<file path="src/rtl/threshold_sequencer.sv">
// -----------------------------------------------------------------------------
// threshold_sequencer
//
// Sequences an external registered thresholding unit. A configuration
// handshake loads a new threshold (one LOAD cycle with th_mode=1). Pixels are
// then streamed through th_byte one per cycle. The unit's registered result
// returns on th_result and is flagged with out_valid two edges after the
// pixel was accepted. frame_done marks the last result of each FRAME_LEN-pixel
// frame, and pass_count then reports how many nonzero results that frame had.
//
// Ports
//   clk            sole clock, rising edge
//   rst            synchronous active-high reset
//   cfg_valid      threshold-load request
//   cfg_threshold  threshold value to load
//   cfg_ready      load request accepted when cfg_valid && cfg_ready
//   pix_valid      pixel present
//   pix_data       pixel byte
//   pix_ready      pixel accepted when pix_valid && pix_ready
//   th_mode        to thresholding unit: 1 = load threshold, 0 = compare
//   th_byte        to thresholding unit: input byte
//   th_result      registered result from the thresholding unit
//   out_valid      out_data holds a valid thresholded pixel
//   out_data       thresholded pixel (pass-through of th_result)
//   frame_done     one-cycle pulse with the last out_valid of a frame
//   pass_count     nonzero results in the last completed frame
//   busy           high in any state other than IDLE
// -----------------------------------------------------------------------------
module threshold_sequencer #(
   parameter int unsigned FRAME_LEN = 64
) (
   input  logic        clk,
   input  logic        rst,
   input  logic        cfg_valid,
   input  logic [7:0]  cfg_threshold,
   output logic        cfg_ready,
   input  logic        pix_valid,
   input  logic [7:0]  pix_data,
   output logic        pix_ready,
   output logic        th_mode,
   output logic [7:0]  th_byte,
   input  logic [7:0]  th_result,
   output logic        out_valid,
   output logic [7:0]  out_data,
   output logic        frame_done,
   output logic [15:0] pass_count,
   output logic        busy
);

   localparam logic [1:0] IDLE   = 2'd0;
   localparam logic [1:0] LOAD   = 2'd1;
   localparam logic [1:0] STREAM = 2'd2;
   localparam logic [1:0] DRAIN  = 2'd3;

   localparam logic [15:0] LAST_IDX = 16'(FRAME_LEN - 1);

   logic [1:0]  state;
   logic        loaded;
   logic [15:0] pix_cnt;
   logic [15:0] pass_acc;
   logic        v1;
   logic        last1;
   logic        cfg_acc;
   logic        pix_acc;
   logic        pix_last;
   logic        pass_inc;

   // Handshake readies. In IDLE a pending cfg blocks the pixel so that the
   // threshold load always wins a tie.
   always_comb begin
      cfg_ready = 1'b0;
      pix_ready = 1'b0;
      if (!rst) begin
         case (state)
            IDLE: begin
               cfg_ready = 1'b1;
               pix_ready = loaded & ~cfg_valid;
            end
            STREAM:  pix_ready = 1'b1;
            default: ;
         endcase
      end
   end

   assign cfg_acc  = cfg_valid & cfg_ready;
   assign pix_acc  = pix_valid & pix_ready;
   assign pix_last = pix_acc && (pix_cnt == LAST_IDX);

   assign out_data = th_result;
   assign busy     = (state != IDLE);
   assign pass_inc = out_valid && (out_data != 8'h00);

   // Control FSM and the byte presented to the thresholding unit. The
   // threshold itself is not stored here: it travels on th_byte during LOAD
   // and the unit latches it.
   always_ff @(posedge clk) begin
      if (rst) begin
         state   <= IDLE;
         loaded  <= 1'b0;
         th_mode <= 1'b0;
         th_byte <= '0;
         pix_cnt <= '0;
      end else begin
         case (state)
            IDLE: begin
               if (cfg_acc) begin
                  state   <= LOAD;
                  th_mode <= 1'b1;
                  th_byte <= cfg_threshold;
               end else if (pix_acc) begin
                  state <= pix_last ? DRAIN : STREAM;
               end
            end
            LOAD: begin
               th_mode <= 1'b0;
               loaded  <= 1'b1;
               state   <= STREAM;
            end
            STREAM: begin
               if (pix_last) state <= DRAIN;
            end
            DRAIN: begin
               if (frame_done) state <= IDLE;
            end
            default: state <= IDLE;
         endcase

         if (pix_acc) begin
            th_byte <= pix_data;
            pix_cnt <= pix_last ? '0 : pix_cnt + 16'd1;
         end
      end
   end

   // Valid/last pipeline matching the unit's register: stage 1 covers the
   // cycle the pixel sits on th_byte, stage 2 the cycle its result is on
   // th_result.
   always_ff @(posedge clk) begin
      if (rst) begin
         v1         <= 1'b0;
         last1      <= 1'b0;
         out_valid  <= 1'b0;
         frame_done <= 1'b0;
      end else begin
         v1         <= pix_acc;
         last1      <= pix_last;
         out_valid  <= v1;
         frame_done <= v1 & last1;
      end
   end

   // Pass accumulator; the frame_done cycle still carries the last result,
   // so it is folded into the published total.
   always_ff @(posedge clk) begin
      if (rst) begin
         pass_acc   <= '0;
         pass_count <= '0;
      end else if (frame_done) begin
         pass_count <= pass_acc + {15'd0, pass_inc};
         pass_acc   <= '0;
      end else begin
         pass_acc <= pass_acc + {15'd0, pass_inc};
      end
   end

endmodule

</file>
<file path="config.mk">
export PLATFORM = sky130hd
export DESIGN_NAME = threshold_sequencer
export DESIGN_NICKNAME = d
export VERILOG_FILES = /design/src/rtl/threshold_sequencer.sv
export SDC_FILE = /design/constraint.sdc
export NUM_CORES = 1
export LEC_CHECK = 0
export BUFFER_PORTS_ARGS = -buffer_cell sky130_fd_sc_hd__buf_2
export CAP_MARGIN = 5
export CORE_MARGIN = 2
export CORE_UTILIZATION = 41
export CTS_CLUSTER_SIZE = 10
export DETAILED_ROUTE_END_ITERATION = 12
export GPL_TIMING_DRIVEN = 0
export MAX_ROUTING_LAYER = met4
export PLACE_DENSITY = 0.76
export SETUP_SLACK_MARGIN = 0.5
export SYNTH_ARGS = -nofsm -noshare
export SYNTH_HDL_FRONTEND = slang
export SYNTH_SLANG_ARGS = --single-unit
export TNS_END_PERCENT = 50
</file>
<file path="constraint.sdc">
create_clock -name clk -period 3.35 [get_ports clk]
set_input_delay 0.5025 -clock clk [delete_from_list [all_inputs] [get_ports clk]]
set_output_delay 0.5025 -clock clk [all_outputs]
set_load 0.005 [all_outputs]
</file>
==> metrics.log, run 1 <==
INFO  metric die-area = between 7000 and 8000 sq um
INFO  metric layout-drive-gt1-share = 0.260
INFO  metric via_count_normalized_by_instance_count = between 5 and 6
INFO  metric dpl.hpwl = 4410 microns
INFO  metric overflow = 0
INFO  metric h-tree-depth = 3
INFO  metric cts.root.buffer_cell = sky130_fd_sc_hd__clkbuf_8
INFO  metric die_height = between 80 and 90 microns
INFO  metric port_buffers = between 60 and 70
INFO  metric post_synth_instance_area = about 2800 sq um
INFO  metric synth_area_leaders = sky130_fd_sc_hd__dfxtp_1 45%, sky130_fd_sc_hd__nor2_1 9.0%, sky130_fd_sc_hd__a211oi_1 5.8%
INFO  metric register_area = ~1300 sq um
INFO  metric final_cell_area = 3500 sq um
INFO  metric grt_pass1_vias = 2259
INFO  metric outcome = complete, no violations
INFO  metric final.fill_count = about 630
INFO  metric power_per_cell_area = roughly 550 nW/um^2
INFO  metric post_synth_num_cell_types = 42
INFO  metric layout-area-overhead-vs-synth = 23.9%
INFO  metric period_needed = about 2.4 ns
INFO  metric route.detailed.wl_per_inst = between 10 and 15 microns
INFO  metric vias = 2366
INFO  metric multi_input_comb_area = between 1000 and 1500 sq um
INFO  metric postLayoutCoreUtil = 0.521
INFO  metric floorplan.core_area = 6720 sq um
INFO  metric finClkSkew = roughly 0.01 ns
INFO  metric maximum_buffer_depth_of_the_clock_tree = 2
INFO  metric final_nets = approximately 420
INFO  metric die_width = between 80 and 90 microns
INFO  metric post_synth_inst_count = slightly above 300
INFO  metric timing.fmax = ~0.42 GHz
INFO  metric 1st_iter_drt_viols = between 100 and 150
INFO  metric max_slew.worst_pin.slew = 0.532 ns
INFO  metric critical_setup_path_class = reg -> out
INFO  metric setup_tns = 0 ns
INFO  metric drtAntennaViolNets = 0
INFO  metric mappedNetlistNets = ~350
INFO  metric relSlewSlack = 0.646
INFO  metric critPathRequiredTime = roughly 2.9 ns
INFO  metric rsz0062_at_grt = no
INFO  metric cts_sinks = 64
INFO  metric synth.yosys.seq_area_share = 0.453
INFO  metric max-cap-violations = 0
INFO  metric detailed_place.area = ~3300 sq um
INFO  metric cts-hold-fix-buffers = 0
INFO  metric initial_core_util = 0.421
INFO  metric design.portCount = 66
INFO  metric synthDominantCellAreaShare = 0.453
INFO  metric yosysWarnings = 0
INFO  metric fin_ws = 0.988 ns
INFO  metric rows = 30
INFO  metric critical_path_arrival = approximately 1.9 ns
INFO  metric period_share = 0.705
INFO  metric globalplace.congestion = 0.810
INFO  metric min-delay-path-class = reg -> reg
INFO  metric postCtsSetupRepairBufs = 0
INFO  metric clkTransAtPathRegs = 0.07 ns
INFO  metric first_pass_grt_wire_length = approximately 10000 microns
INFO  metric antenna_cells = 0
INFO  metric remaining_drc_errors = 0
INFO  metric biggest_fanout_along_the_worst_timing_path = 6
INFO  metric cellLeakagePower = ~1.5 nW
INFO  metric grt_start_max_net_pins = 14
INFO  metric timing.final.max_slew_violations = 0
INFO  metric dpl_worst_slack = a little over 1 ns
INFO  metric setup-violations-final = 0
INFO  metric grt_antenna_before_repair = 0
INFO  metric postSynthAreaPerCell = 9.09 sq um
INFO  metric numCtsBuffers = 9
INFO  metric finalHoldViolations = 0
INFO  metric wl = ~6000 microns
INFO  metric register_bit_count_reported_by_yosys = 64
INFO  metric clock_tree_from_tritoncts = built
INFO  metric start_kind = register
INFO  metric drt_pass1_iterations = 4
INFO  metric synth_largest_area_cell = sky130_fd_sc_hd__dfxtp_1
INFO  metric cts_resized = 0
INFO  metric groute.usage.overall = 0.172
INFO  metric clock_latency = 0.35 ns
INFO  metric worst_setup_path_end_kind = output pin
INFO  metric max-vdd-ir-drop = 0.000187 V
-- flip-flops by register name, summed over array words and instances (netlist names), 2 cells and up --
register	count
pass_acc	16
state	2
pix_cnt	16
pass_count	16
th_byte	8
-- worst max-delay path, cell delays in order, from the launching register on --
cell	delay, ns
sky130_fd_sc_hd__dfxtp_1	0.40
sky130_fd_sc_hd__inv_1	0.10
sky130_fd_sc_hd__ha_1	0.29
sky130_fd_sc_hd__and3b_1	0.24
sky130_fd_sc_hd__nor2_1	0.23
sky130_fd_sc_hd__nor2_1	0.10
sky130_fd_sc_hd__buf_2	0.15
-- final timing paths --
check / to / slack (ns) / startpoint / cells past startpoint
setup / recovery: pix_ready / 0.99 / state[0] / 6
hold / removal: frame_done / 0.43 / last1 / 1
setup reg to reg: state[1] / 1.13 / state[0] / 7
hold reg to reg: frame_done / 0.43 / last1 / 1
-- power by group --
| group | internal, mW | leakage [nW] | switching [mW] |
|---|---|---|---|
| Clock | 0.504 | 0.126 | 0.319 |
| Sequential | 0.800 | 0.517 | 0.0251 |
| Combinational | 0.134 | 0.869 | 0.148 |
-- cell families after synthesis --
logic type / synth area share
and+or+nand+nor: 0.227
buffers and inverters: 0.0602
AOI/OAI and AO/OA: 0.0903
xor gates and xnor gates: 0.0899
muxes: 0.0443
DFF: 0.453
adders and majority gates: 0.0354
-- layout make-up --
| class | count | share of cell area |
|---|---|---|
| inverter | 10 | 0.0107 |
| clock inverter | 7 | 0.0364 |
| clock buffer | 9 | 0.0354 |
| tap | 80 | 0.0286 |
| timing repair buffer | 65 | 0.0929 |
| multi-input combinational | 214 | 0.393 |
| sequential | 64 | 0.366 |
| buffer | 23 | 0.0379 |
-- placed cells by master (no fill, tap or decap), types with 2 or more instances in the layout --
cell | synthesis | final
sky130_fd_sc_hd__and2_1 | 3 | 3
sky130_fd_sc_hd__mux2i_1 | 11 | 11
sky130_fd_sc_hd__buf_4 | 9 | 9
sky130_fd_sc_hd__nand2_1 | 12 | 12
sky130_fd_sc_hd__nand3_1 | 7 | 7
sky130_fd_sc_hd__nand2b_1 | 3 | 3
sky130_fd_sc_hd__nand3b_1 | 2 | 2
sky130_fd_sc_hd__and3_1 | 3 | 3
sky130_fd_sc_hd__nor2b_1 | 3 | 3
sky130_fd_sc_hd__nor4_1 | 4 | 4
sky130_fd_sc_hd__dfxtp_1 | 64 | 64
sky130_fd_sc_hd__clkinv_4 | 0 | 2
sky130_fd_sc_hd__xnor2_1 | 11 | 11
sky130_fd_sc_hd__nand4_1 | 11 | 11
sky130_fd_sc_hd__xor2_1 | 18 | 18
sky130_fd_sc_hd__a211oi_1 | 22 | 22
sky130_fd_sc_hd__buf_2 | 4 | 69
sky130_fd_sc_hd__and4_1 | 4 | 4
sky130_fd_sc_hd__nor2_1 | 68 | 68
sky130_fd_sc_hd__clkbuf_1 | 8 | 8
sky130_fd_sc_hd__bufinv_16 | 0 | 3
sky130_fd_sc_hd__ha_1 | 8 | 8
sky130_fd_sc_hd__inv_1 | 10 | 10
sky130_fd_sc_hd__nor3_1 | 4 | 4
sky130_fd_sc_hd__clkbuf_8 | 0 | 9
sky130_fd_sc_hd__a21oi_1 | 3 | 3
-- Yosys cell counts, drive strengths merged --
cell type and count:
mux2 1, or2 2, nor2b 3, o21ai 2
a21boi 1, nor2 68, buf 15, o2111a 1
nand3 8, o2111ai 1, or3 1, and4 4
and3b 1, a21oi 3, a32oi 1, nand4 11
nand3b 2, inv 10, clkbuf 8, mux2i 11
xnor2 11, nor4 5, dfxtp 64, xor2 18
and2 3, and3 3, nand2 12, nand2b 3
ha 8, a31oi 1, nor3 5, a211oi 23
o22ai 1
-- metal layers --
metal,vias up,global-route usage,share of wire
met5,-,-,0
met4,0,0.0767,0.021
met3,12,0.0370,0.045
met2,48,0.280,0.47
met1,1089,0.204,0.46
li1,1217,-,-
-- through the flow --
step,std cells,total power [mW],hold slack (ns)
6_report,472,1.93,0.426
3_5_place_dp,456,1.12,0.411
3_3_place_gp,456,1.11,0.407
4_1_cts,472,1.95,0.420
5_1_grt,472,2.01,0.424
2_1_floorplan,311,1.03,0.406
(Power assumes the default switching activity.)
==> inputs of run 2 (changes only) <==
Settings changed: PLACE_DENSITY 0.76 to 0.78.
Clock period 3.35 ns to 1.9 ns, I/O delays scaled along.
==> metrics.log, run 2 (same netlist as run 1, synthesis figures left out) <==
INFO  metric power.share.clock = 0.338 (-0.088)
INFO  metric power_switching = 1.02 mW (+110%)
INFO  metric grt_antenna_before_repair = 0 (unchanged)
INFO  metric overflow = 0 (unchanged)
INFO  metric maximum_buffer_depth_of_the_clock_tree = 2 (unchanged)
INFO  metric remaining_drc_errors = 0 (unchanged)
INFO  metric first_pass_grt_wire_length = 11300 microns (+13%)
INFO  metric max-vdd-ir-drop = 0.000741 V (+300%)
INFO  metric dpl.hpwl = 4400 microns (-0.34%)
INFO  metric worst_setup_path_end_kind = register
INFO  metric setup-violations-final = 0 (unchanged)
INFO  metric cts_sinks = 64 (unchanged)
INFO  metric power.share.sequential = 0.414 (-0.013)
INFO  metric period_share = 0.981
INFO  metric design.portCount = 66 (unchanged)
INFO  metric critical_setup_path_class = reg -> reg
INFO  metric start_kind = register
INFO  metric grt_pass1_vias = 2536 (+12%)
INFO  metric critical_path.endpoint = state[1]
INFO  metric reg2reg_slack = 0.04 ns (-1.09 ns)
INFO  metric relSlewSlack = 0.567 (-0.0790)
INFO  metric via_count_normalized_by_instance_count = 5.22 (+4.2%)
INFO  metric timing.final.max_slew_violations = 0 (unchanged)
INFO  metric gr-usage-met3 = 0.0597 (+0.0227)
INFO  metric cp-startpoint = state[1]
INFO  metric detailed_place.area = 3410 sq um (+4.8%)
INFO  metric multi_input_comb_area = 1800 sq um (+31%)
INFO  metric final_nets = 451 (+6.6%)
INFO  metric met2_usage = 0.337 (+0.0576)
INFO  metric dp_cells = 456 (unchanged)
INFO  metric drtAntennaViolNets = 0 (unchanged)
INFO  metric final_common_cell = sky130_fd_sc_hd__buf_2
INFO  metric rows = 30 (unchanged)
INFO  metric max-cap-violations = 0 (unchanged)
INFO  metric reg_top3 = pass_acc: 16 flops, pass_count: 16 flops, pix_cnt: 16 flops
INFO  metric finalHoldViolations = 0 (unchanged)
INFO  metric globalRoute.busiestLayer = met2
INFO  metric die-area = 7570 sq um (unchanged)
INFO  metric drt_pass1_iterations = 4 (unchanged)
INFO  metric mostFrequentLayoutCells = 66 x sky130_fd_sc_hd__buf_2, 58 x sky130_fd_sc_hd__dfxtp_1, 57 x sky130_fd_sc_hd__nor2_1
INFO  metric min-delay-path-class = in -> reg
INFO  metric finClkSkew = 0.00945 ns (-0.000283 ns)
INFO  metric outcome = complete, no violations
INFO  metric die_width = 87.0 microns (unchanged)
INFO  metric globalplace.congestion = 0.813 (+0.37%)
INFO  metric port_buffers = 65 (unchanged)
INFO  metric clkTransAtPathRegs = 0.08 ns (about the same)
INFO  metric final.fill_count = 519 (-18%)
INFO  metric biggest_fanout_along_the_worst_timing_path = 4 (-2)
INFO  metric cellLeakagePower = 1.73 nW (+14%)
INFO  metric cell_count_of_the_worst_reg_to_reg_path = 8 (+1)
INFO  metric p_int = 2.53 mW (+76%)
INFO  metric vias = 2611 (+10%)
INFO  metric period_needed = 1.86 ns
INFO  metric groute.usage.overall = 0.197 (+0.0250)
INFO  metric clock_tree_from_tritoncts = built
INFO  metric power_per_cell_area = 847 nW/um^2 (+54%)
INFO  metric floorplan.core_area = 6720 sq um (unchanged)
INFO  metric p_comb_frac = 0.248 (+0.102)
INFO  metric die_height = 87.0 microns (unchanged)
INFO  metric rsz0062_at_grt = yes
INFO  metric grt_start_max_net_pins = 13 (-1)
INFO  metric post-layout-total-power = 3.55 mW (+84%)
INFO  metric clock_latency = 0.34 ns (about the same)
INFO  metric layout-drive-gt1-share = 0.479 (+0.218)
INFO  metric 1st_iter_drt_viols = 64 (-40%)
INFO  metric layout-area-overhead-vs-synth = 48.2%
INFO  metric wl = 7590 microns (+27%)
INFO  metric final_cell_area = 4190 sq um (+20%)
INFO  metric critPathRequiredTime = 2.13 ns (-0.72 ns)
INFO  metric register_area = 1290 sq um (+0.78%)
INFO  metric numCtsBuffers = 9 (unchanged)
INFO  metric h-tree-depth = 3 (unchanged)
INFO  metric antenna_cells = 0 (unchanged)
INFO  metric crit-reg2reg-capture = state[1]
INFO  metric switching_part_of_the_total_power = 0.287 (+0.0322)
INFO  metric max_slew.worst_pin.slew = 0.650 ns (+0.119 ns)
INFO  metric worstHoldPathCells = 3 (+2)
INFO  metric final_cell_count_no_fill = 500 (+5.9%)
INFO  metric critical_path_arrival = 2.10 ns (+0.24 ns)
INFO  metric route.detailed.wl_per_inst = 15.2 microns (+20%)
INFO  metric initial_core_util = 0.421 (unchanged)
INFO  metric cts.root.buffer_cell = sky130_fd_sc_hd__clkbuf_8
INFO  metric timing.fmax = between 0.5 and 0.6 GHz
INFO  metric reg2reg_from = state[1]
INFO  metric gr-usage-met1 = 0.214 (+0.00919)
[run 2: cell type report]
class                      instances  share of cell area
clock buffer                      10              0.0329
timing repair buffer              93               0.141
inverter                          10              0.0114
tap                               80              0.0239
clock inverter                     6              0.0164
multi-input combinational        214               0.429
sequential                        64               0.308
buffer                            23              0.0373
[run 2: worst min-delay path by stage]
stage                startpoint          to
floorplan                 last1  frame_done
global placement          last1  frame_done
detailed placement        last1  frame_done
CTS                 pix_data[6]  th_byte[6]
global route        pix_data[1]  th_byte[1]
finish              pix_data[6]  th_byte[6]
[run 2: stage by stage]
stage / hold WS (ns) / setup WS, ns / util / setup TNS [ns]
6_report: 0.220 / 0.0354 / 0.623 / 0
2_1_floorplan: 0.406 / 0.120 / - / 0
4_1_cts: 0.208 / 0.155 / 0.587 / 0
3_3_place_gp: 0.410 / -0.0306 / 0.507 / -0.0306
3_5_place_dp: 0.414 / -0.0830 / 0.507 / -0.102
5_1_grt: 0.241 / 0.0224 / 0.623 / 0
[run 2: what timing repair did]
action | in CTS | in global routing
hold endpoints to repair | 0 | 0
buffers inserted | 21 | 4
pin swaps | 24 | 22
resized for setup | 32 | 45
setup endpoints to repair | 58 | 64
hold buffers | 0 | 0
gates cloned | 3 | 0
[run 2: power groups by stage]
stage,clock network [mW],logic (mW),registers [mW]
after CTS,1.22,0.770,1.46
final,1.20,0.881,1.47
after global routing,1.29,0.940,1.47
after floorplan,0,0.381,1.49
after global placement,0,0.536,1.48
after detailed placement,0,0.554,1.49
[run 2: layer usage]
layer  wire length, microns  part of all wire
met2                   4090              0.54
met4                    110             0.014
met1                   3080              0.41
met5                      0                 0
met3                    320             0.042
[run 2: worst max-delay path, stage by stage, from the launching register on]
cell and delay (ns):
sky130_fd_sc_hd__dfxtp_4 0.38, sky130_fd_sc_hd__inv_4 0.05, sky130_fd_sc_hd__ha_4 0.17, sky130_fd_sc_hd__and3b_2 0.23, sky130_fd_sc_hd__buf_6 0.14, sky130_fd_sc_hd__o21ai_4 0.20
sky130_fd_sc_hd__a32oi_2 0.15, sky130_fd_sc_hd__o21ai_2 0.12, sky130_fd_sc_hd__mux2_4 0.32
